[src/rtl/cu_multicycle.sv]
// Multi-cycle RV32I control unit: instruction register, fetch/decode/exec/mem/wb sequencing.
// The optional macro CU_ILLEGAL_TRAP_EN routes unsupported opcodes to a sticky TRAP state.
//
// state  | meaning
// FETCH  | imem_req held until imem_ready, IR loaded on ready
// DECODE | one cycle for fields/imm/selects to settle from IR
// EXEC   | ALU operation; branches resolve and update PC here
// MEM    | dmem_req held until dmem_ready; stores retire here
// WB     | register write-back and PC update
// TRAP   | illegal opcode, held until reset
module cu_multicycle #(
  parameter int XLEN  = 32,
  parameter int CNT_W = 32
) (
  input  logic             clk,
  input  logic             reset,
  output logic             imem_req,
  input  logic             imem_ready,
  input  logic [31:0]      imem_rdata,
  output logic             dmem_req,
  output logic             dmem_we,
  input  logic             dmem_ready,
  output logic [2:0]       dmem_funct3,
  input  logic             branch_taken,
  output logic             pc_we,
  output logic [1:0]       pc_sel,
  output logic             pc_lsb_clr,
  output logic [1:0]       alu_a_sel,
  output logic             alu_b_sel,
  output logic [2:0]       alu_func3,
  output logic             alu_subsra,
  output logic             rf_we,
  output logic [1:0]       rf_wsel,
  output logic [4:0]       rs1,
  output logic [4:0]       rs2,
  output logic [4:0]       rd,
  output logic [XLEN-1:0]  imm,
  output logic [2:0]       state,
  output logic [CNT_W-1:0] retired,
  output logic             trap
);

  localparam logic [6:0] OP_R      = 7'b0110011;
  localparam logic [6:0] OP_IMM    = 7'b0010011;
  localparam logic [6:0] OP_LOAD   = 7'b0000011;
  localparam logic [6:0] OP_STORE  = 7'b0100011;
  localparam logic [6:0] OP_BRANCH = 7'b1100011;
  localparam logic [6:0] OP_JAL    = 7'b1101111;
  localparam logic [6:0] OP_JALR   = 7'b1100111;
  localparam logic [6:0] OP_LUI    = 7'b0110111;
  localparam logic [6:0] OP_AUIPC  = 7'b0010111;

  typedef enum logic [2:0] {
    S_FETCH  = 3'd0,
    S_DECODE = 3'd1,
    S_EXEC   = 3'd2,
    S_MEM    = 3'd3,
    S_WB     = 3'd4,
    S_TRAP   = 3'd5
  } state_t;

  state_t           state_q, state_d;
  logic [31:0]      ir;
  logic [CNT_W-1:0] retired_q;
  logic [6:0]       opcode;
  logic [31:0]      imm32;

  logic is_r, is_imm, is_load, is_store, is_branch, is_jal, is_jalr, is_lui, is_auipc;
  logic is_legal, writes_rd;
  logic imem_req_c, dmem_req_c, pc_we_c, rf_we_c;
  logic [1:0] pc_sel_c;

  assign opcode    = ir[6:0];
  assign is_r      = (opcode == OP_R);
  assign is_imm    = (opcode == OP_IMM);
  assign is_load   = (opcode == OP_LOAD);
  assign is_store  = (opcode == OP_STORE);
  assign is_branch = (opcode == OP_BRANCH);
  assign is_jal    = (opcode == OP_JAL);
  assign is_jalr   = (opcode == OP_JALR);
  assign is_lui    = (opcode == OP_LUI);
  assign is_auipc  = (opcode == OP_AUIPC);
  assign is_legal  = is_r | is_imm | is_load | is_store | is_branch |
                     is_jal | is_jalr | is_lui | is_auipc;
  assign writes_rd = is_r | is_imm | is_load | is_jal | is_jalr | is_lui | is_auipc;

  assign rs1         = ir[19:15];
  assign rs2         = ir[24:20];
  assign rd          = ir[11:7];
  assign dmem_funct3 = ir[14:12];

  always_ff @(posedge clk) begin
    if (reset) begin
      state_q   <= S_FETCH;
      ir        <= 32'h0000_0013;
      retired_q <= '0;
    end else begin
      state_q <= state_d;
      if (state_q == S_FETCH && imem_ready)
        ir <= imem_rdata;
      if (pc_we_c)
        retired_q <= retired_q + 1'b1;
    end
  end

  always_comb begin
    state_d    = state_q;
    imem_req_c = 1'b0;
    dmem_req_c = 1'b0;
    pc_we_c    = 1'b0;
    pc_sel_c   = 2'b00;
    rf_we_c    = 1'b0;
    case (state_q)
      S_FETCH: begin
        imem_req_c = 1'b1;
        if (imem_ready)
          state_d = S_DECODE;
      end
      S_DECODE: begin
`ifdef CU_ILLEGAL_TRAP_EN
        state_d = is_legal ? S_EXEC : S_TRAP;
`else
        state_d = S_EXEC;
`endif
      end
      S_EXEC: begin
        if (is_branch) begin
          pc_we_c  = 1'b1;
          pc_sel_c = branch_taken ? 2'b01 : 2'b00;
          state_d  = S_FETCH;
        end else if (is_load || is_store) begin
          state_d = S_MEM;
        end else begin
          // Unknown opcodes in the non-trapping build fall through here as NOPs.
          state_d = S_WB;
        end
      end
      S_MEM: begin
        dmem_req_c = 1'b1;
        if (dmem_ready) begin
          if (is_store) begin
            pc_we_c = 1'b1;
            state_d = S_FETCH;
          end else begin
            state_d = S_WB;
          end
        end
      end
      S_WB: begin
        rf_we_c  = writes_rd && (ir[11:7] != 5'd0);
        pc_we_c  = 1'b1;
        pc_sel_c = (is_jal || is_jalr) ? 2'b01 : 2'b00;
        state_d  = S_FETCH;
      end
      S_TRAP: begin
`ifdef CU_ILLEGAL_TRAP_EN
        state_d = S_TRAP;
`else
        state_d = S_FETCH;
`endif
      end
      default: state_d = S_FETCH;
    endcase
  end

  // Strobes are masked while reset is high since the state register only clears on the edge.
  assign imem_req = imem_req_c & ~reset;
  assign dmem_req = dmem_req_c & ~reset;
  assign dmem_we  = dmem_req_c & is_store & ~reset;
  assign pc_we    = pc_we_c & ~reset;
  assign rf_we    = rf_we_c & ~reset;
  assign pc_sel   = pc_sel_c;
  assign state    = state_q;
  assign retired  = retired_q;

`ifdef CU_ILLEGAL_TRAP_EN
  assign trap = (state_q == S_TRAP) & ~reset;
`else
  assign trap = 1'b0;
`endif

  always_comb begin
    alu_a_sel  = 2'b00;
    alu_b_sel  = 1'b0;
    alu_func3  = 3'b000;
    alu_subsra = 1'b0;
    pc_lsb_clr = 1'b0;
    rf_wsel    = 2'b00;
    case (opcode)
      OP_R: begin
        alu_func3  = ir[14:12];
        alu_subsra = ir[30];
      end
      OP_IMM: begin
        alu_b_sel  = 1'b1;
        alu_func3  = ir[14:12];
        alu_subsra = (ir[14:12] == 3'b101) ? ir[30] : 1'b0;
      end
      OP_LOAD: begin
        alu_b_sel = 1'b1;
        rf_wsel   = 2'b01;
      end
      OP_STORE: alu_b_sel = 1'b1;
      OP_BRANCH: begin
        alu_a_sel = 2'b01;
        alu_b_sel = 1'b1;
      end
      OP_JAL: begin
        alu_a_sel = 2'b01;
        alu_b_sel = 1'b1;
        rf_wsel   = 2'b10;
      end
      OP_JALR: begin
        alu_b_sel  = 1'b1;
        pc_lsb_clr = 1'b1;
        rf_wsel    = 2'b10;
      end
      OP_LUI: begin
        alu_a_sel = 2'b10;
        alu_b_sel = 1'b1;
      end
      OP_AUIPC: begin
        alu_a_sel = 2'b01;
        alu_b_sel = 1'b1;
      end
      default: ;
    endcase
  end

  always_comb begin
    imm32 = 32'd0;
    case (opcode)
      OP_IMM, OP_LOAD, OP_JALR: imm32 = {{20{ir[31]}}, ir[31:20]};
      OP_STORE:                 imm32 = {{20{ir[31]}}, ir[31:25], ir[11:7]};
      OP_BRANCH:                imm32 = {{19{ir[31]}}, ir[31], ir[7], ir[30:25], ir[11:8], 1'b0};
      OP_LUI, OP_AUIPC:         imm32 = {ir[31:12], 12'd0};
      OP_JAL:                   imm32 = {{11{ir[31]}}, ir[31], ir[19:12], ir[20], ir[30:21], 1'b0};
      default:                  imm32 = 32'd0;
    endcase
  end

  assign imm = XLEN'($signed(imm32));

endmodule

[config.mk]
export PLATFORM = sky130hd
export DESIGN_NAME = cu_multicycle
export DESIGN_NICKNAME = d
export VERILOG_FILES = /design/src/rtl/cu_multicycle.sv
export SDC_FILE = /design/constraint.sdc
export NUM_CORES = 1
export LEC_CHECK = 0
export ABC_AREA = 1
export BUFFER_PORTS_ARGS = -buffer_cell sky130_fd_sc_hd__buf_2
export CORE_UTILIZATION = 45
export DETAILED_ROUTE_END_ITERATION = 6
export PLACE_DENSITY = 0.73
export SKIP_LAST_GASP = 1
export SYNTH_ARGS = -nofsm -noshare
export SYNTH_HDL_FRONTEND = slang
export SYNTH_SLANG_ARGS = --single-unit
[constraint.sdc]
create_clock -name clk -period 2.1 [get_ports clk]
set_input_delay 0.105 -clock clk [delete_from_list [all_inputs] [get_ports clk]]
set_output_delay 0.105 -clock clk [all_outputs]
set_load 0.01 [all_outputs]
==> metrics <==
WL/cell 13.27 um; die footprint 9119 um2; CTS H-tree depth 3; Via density 5.111; vias in the first global route 3946; DP HPWL 8.084 mm; Reg2Reg Depth 10; clk sinks 67; first-pass GRT wire length 17.55 mm; Avg Cell Area, Syn 6.470 um2; antenna-violating nets left 0; DR vias 4283; M1 GR Usage 28.83%; Setup CP Type register to primary output; drt first pass iters 4; Clock Pin Slew Worst Setup and Hold Paths 0.07 ns; Crit Reg-Reg Startpoint ir[3]$_SDFFE_PP0P_; Initial DRC Count 173; WP data arrival 1.89 ns; Final Setup Violations 0; Synthesis Warnings 0; die height 95.50 um; P_leak 2.380 nW; CTS max path bufs 2; maximum VDD drop 0.0004249 V; insertion delay to the later sink of the worst-skew pair 0.34 ns; Finished Layout Cells 838; gr busiest metal met2; GRT overflow 0; Final Max Tran Viols 0; GRT Util Overall 24.51%; Crit. End Element primary output; post-synthesis sequential area ratio 34.10%; fraction of registers with async set/reset 0%; Worst Hold Path EP ir[4]$_SDFFE_PP1P_; relative slew slack 61.12%; Die Wd 95.50 um; crit start category register; FMAX 501.9 MHz; IO Count 140; pwr/cell area 864.9 nW/um2; Fillers 826; Final Critical Period 1.992 ns; period utilization 94.88%; RSZ-0062 raised after global routing true; number of synthesized flops with an enable pin 0; Final WS setup 0.1076 ns; Hold/Removal Path Class primary input to register; Core ar. 8341 um2; Crit path required time 2.00 ns; Worst-Margin Slew 0.5810 ns; Min-Delay Path Depth 3; final core utilization 59.18%; Max-Cap Viols 0; R2R Path End retired[10]$_SDFFE_PP0P_; R2R Setup Slk 0.30 ns; Setup Slack @ Placement 0.3450 ns; share of cells above drive strength 1 29.88%; Cells after Synth 608; GR Util met3 5.343%; Core Rows 33; Ant. Diodes 0; setup TNS 0 ns; endpoints failing hold 0; Final Skew 0.009342 ns; nets 766; Main synth FF type dfxtp_1; area growth from synthesis to layout 25.48%; CTS Buf Count 9; routability cong. 0.9137; mapped cell area 3934 um2; Yosys cell types 35; outcome completed; initial antenna violation count 0; Worst Hold Launch imem_rdata[4]; input/output buffers 137; initial core utilization 47.16%; Routed WL 11.12 mm; Placed Cells 815; largest net degree at the start of global routing 62; CTS tree yes; met2 Track Usage GR 43.15%; DR DRC count 0; CP max FO 8; FF+latch count, synth 67; clk root buf clkbuf_8
area by class of cell:
cell class	instances	area, um2	area share [%]
clock buffer	10	137.6	2.788
clock inverter	6	136.4	2.763
inverter	77	289.0	5.856
multi-input combinational	425	2074	42.03
sequential	67	1344	27.22
tap	105	131.4	2.662
timing repair buffer	148	823.3	16.68
cell families after synthesis:
| logic type | share of synthesized area (%) |
|---|---|
| AOI/OAI and AO/OA | 18.23 |
| adders and majority gates | 0.3180 |
| and+or+nand+nor | 32.44 |
| other | 0.09533 |
| buffers and inverters | 14.38 |
| xor gates and xnor gates | 0.4454 |
| DFF | 34.10 |
cells in the mapped netlist, types with 2 or more instances:
master | number | area share [%]
nor3_1 | 5 | 0.64
buf_12 | 2 | 1.0
nand3_1 | 42 | 5.3
nand2_1 | 120 | 11
buf_4 | 21 | 4.0
nor2_2 | 11 | 1.7
and2_1 | 2 | 0.32
buf_2 | 3 | 0.38
nor2_1 | 93 | 8.9
nor2_4 | 3 | 0.86
inv_1 | 70 | 6.7
o22ai_1 | 7 | 1.1
nand4_1 | 5 | 0.80
o21ai_0 | 45 | 5.7
clkbuf_1 | 12 | 1.1
inv_2 | 7 | 0.67
dfxtp_1 | 67 | 34
nand2_2 | 7 | 1.1
buf_1 | 2 | 0.19
nor4_1 | 2 | 0.32
a21oi_1 | 45 | 5.7
o21ai_1 | 7 | 0.89
a21oi_2 | 18 | 4.0
what timing repair did:
item	CTS	global route
gates cloned	0	1
setup endpoints to repair	5	28
gates resized for setup	2	10
endpoints found under the hold margin	2	0
hold buffers	2	0
buffers inserted	0	4
pin swaps	0	3
state kept, by name, indices dropped and copies added (netlist names):
| signal | cells |
|---|---|
| state | 3 |
| ir | 32 |
| retired | 32 |
worst max path at each step:
stage	from	depth (start not counted)	slack, ns	to
2_1_floorplan	retired[0]$_SDFFE_PP0P_	10	0.51	retired[24]$_SDFFE_PP0P_
3_3_place_gp	ir[4]$_SDFFE_PP1P_	10	0.35	imm[29]
3_5_place_dp	ir[1]$_SDFFE_PP1P_	9	0.35	imm[14]
4_1_cts	ir[4]$_SDFFE_PP1P_	10	0.002	imm[14]
5_1_grt	ir[4]$_SDFFE_PP1P_	10	-0.04	imm[19]
6_report	ir[4]$_SDFFE_PP1P_	10	0.11	imm[14]
per-stage QoR:
step / power, mW / hold WS [ns] / instance area, um2
2_1_floorplan: 2.416 / 0.1843 / 3938
3_3_place_gp: 2.737 / 0.3143 / 4571
3_5_place_dp: 2.750 / 0.3218 / 4571
4_1_cts: 4.223 / 0.01594 / 4875
5_1_grt: 4.500 / 0.03427 / 4936
6_report: 4.269 / 0.01931 / 4936
critical path: stages, from the launching register on:
cell and delay (ns):
dfxtp_2 0.36, inv_2 0.10, nand2_4 0.07, nor2_4 0.16, nand2_2 0.12, nor2_4 0.16
inv_1 0.07, nand2_1 0.06, inv_1 0.11, o21ai_0 0.19, buf_2 0.16
cell usage in the layout, fill, tap and decap left out, drive strengths merged:
cell,instances
nor2,107
inv,77
o22ai,7
nand3,44
conb,2
and2,2
nor3,5
o211ai,1
a21oi,63
bufinv,4
xor2,1
clkinv,1
clkinvlp,1
dlygate4sd3,2
dfxtp,67
ha,1
nand4,5
a211oi,1
a31oi,1
buf,146
nand2,128
o21ai,54
xnor2,1
nor4,2
clkbuf,10
report_power, final:
part	internal, mW	switching (mW)	total, mW
clock	0.944	0.519	1.46
combinational	0.447	0.839	1.29
sequential	1.42	0.104	1.52
layer usage:
layer	share of wire [%]	up-vias
met3	6.3	24
met2	49	147
li1	-	2165
met4	2.1	0
met1	43	1947
met5	0	-
Power figures use the tool's default switching activity.
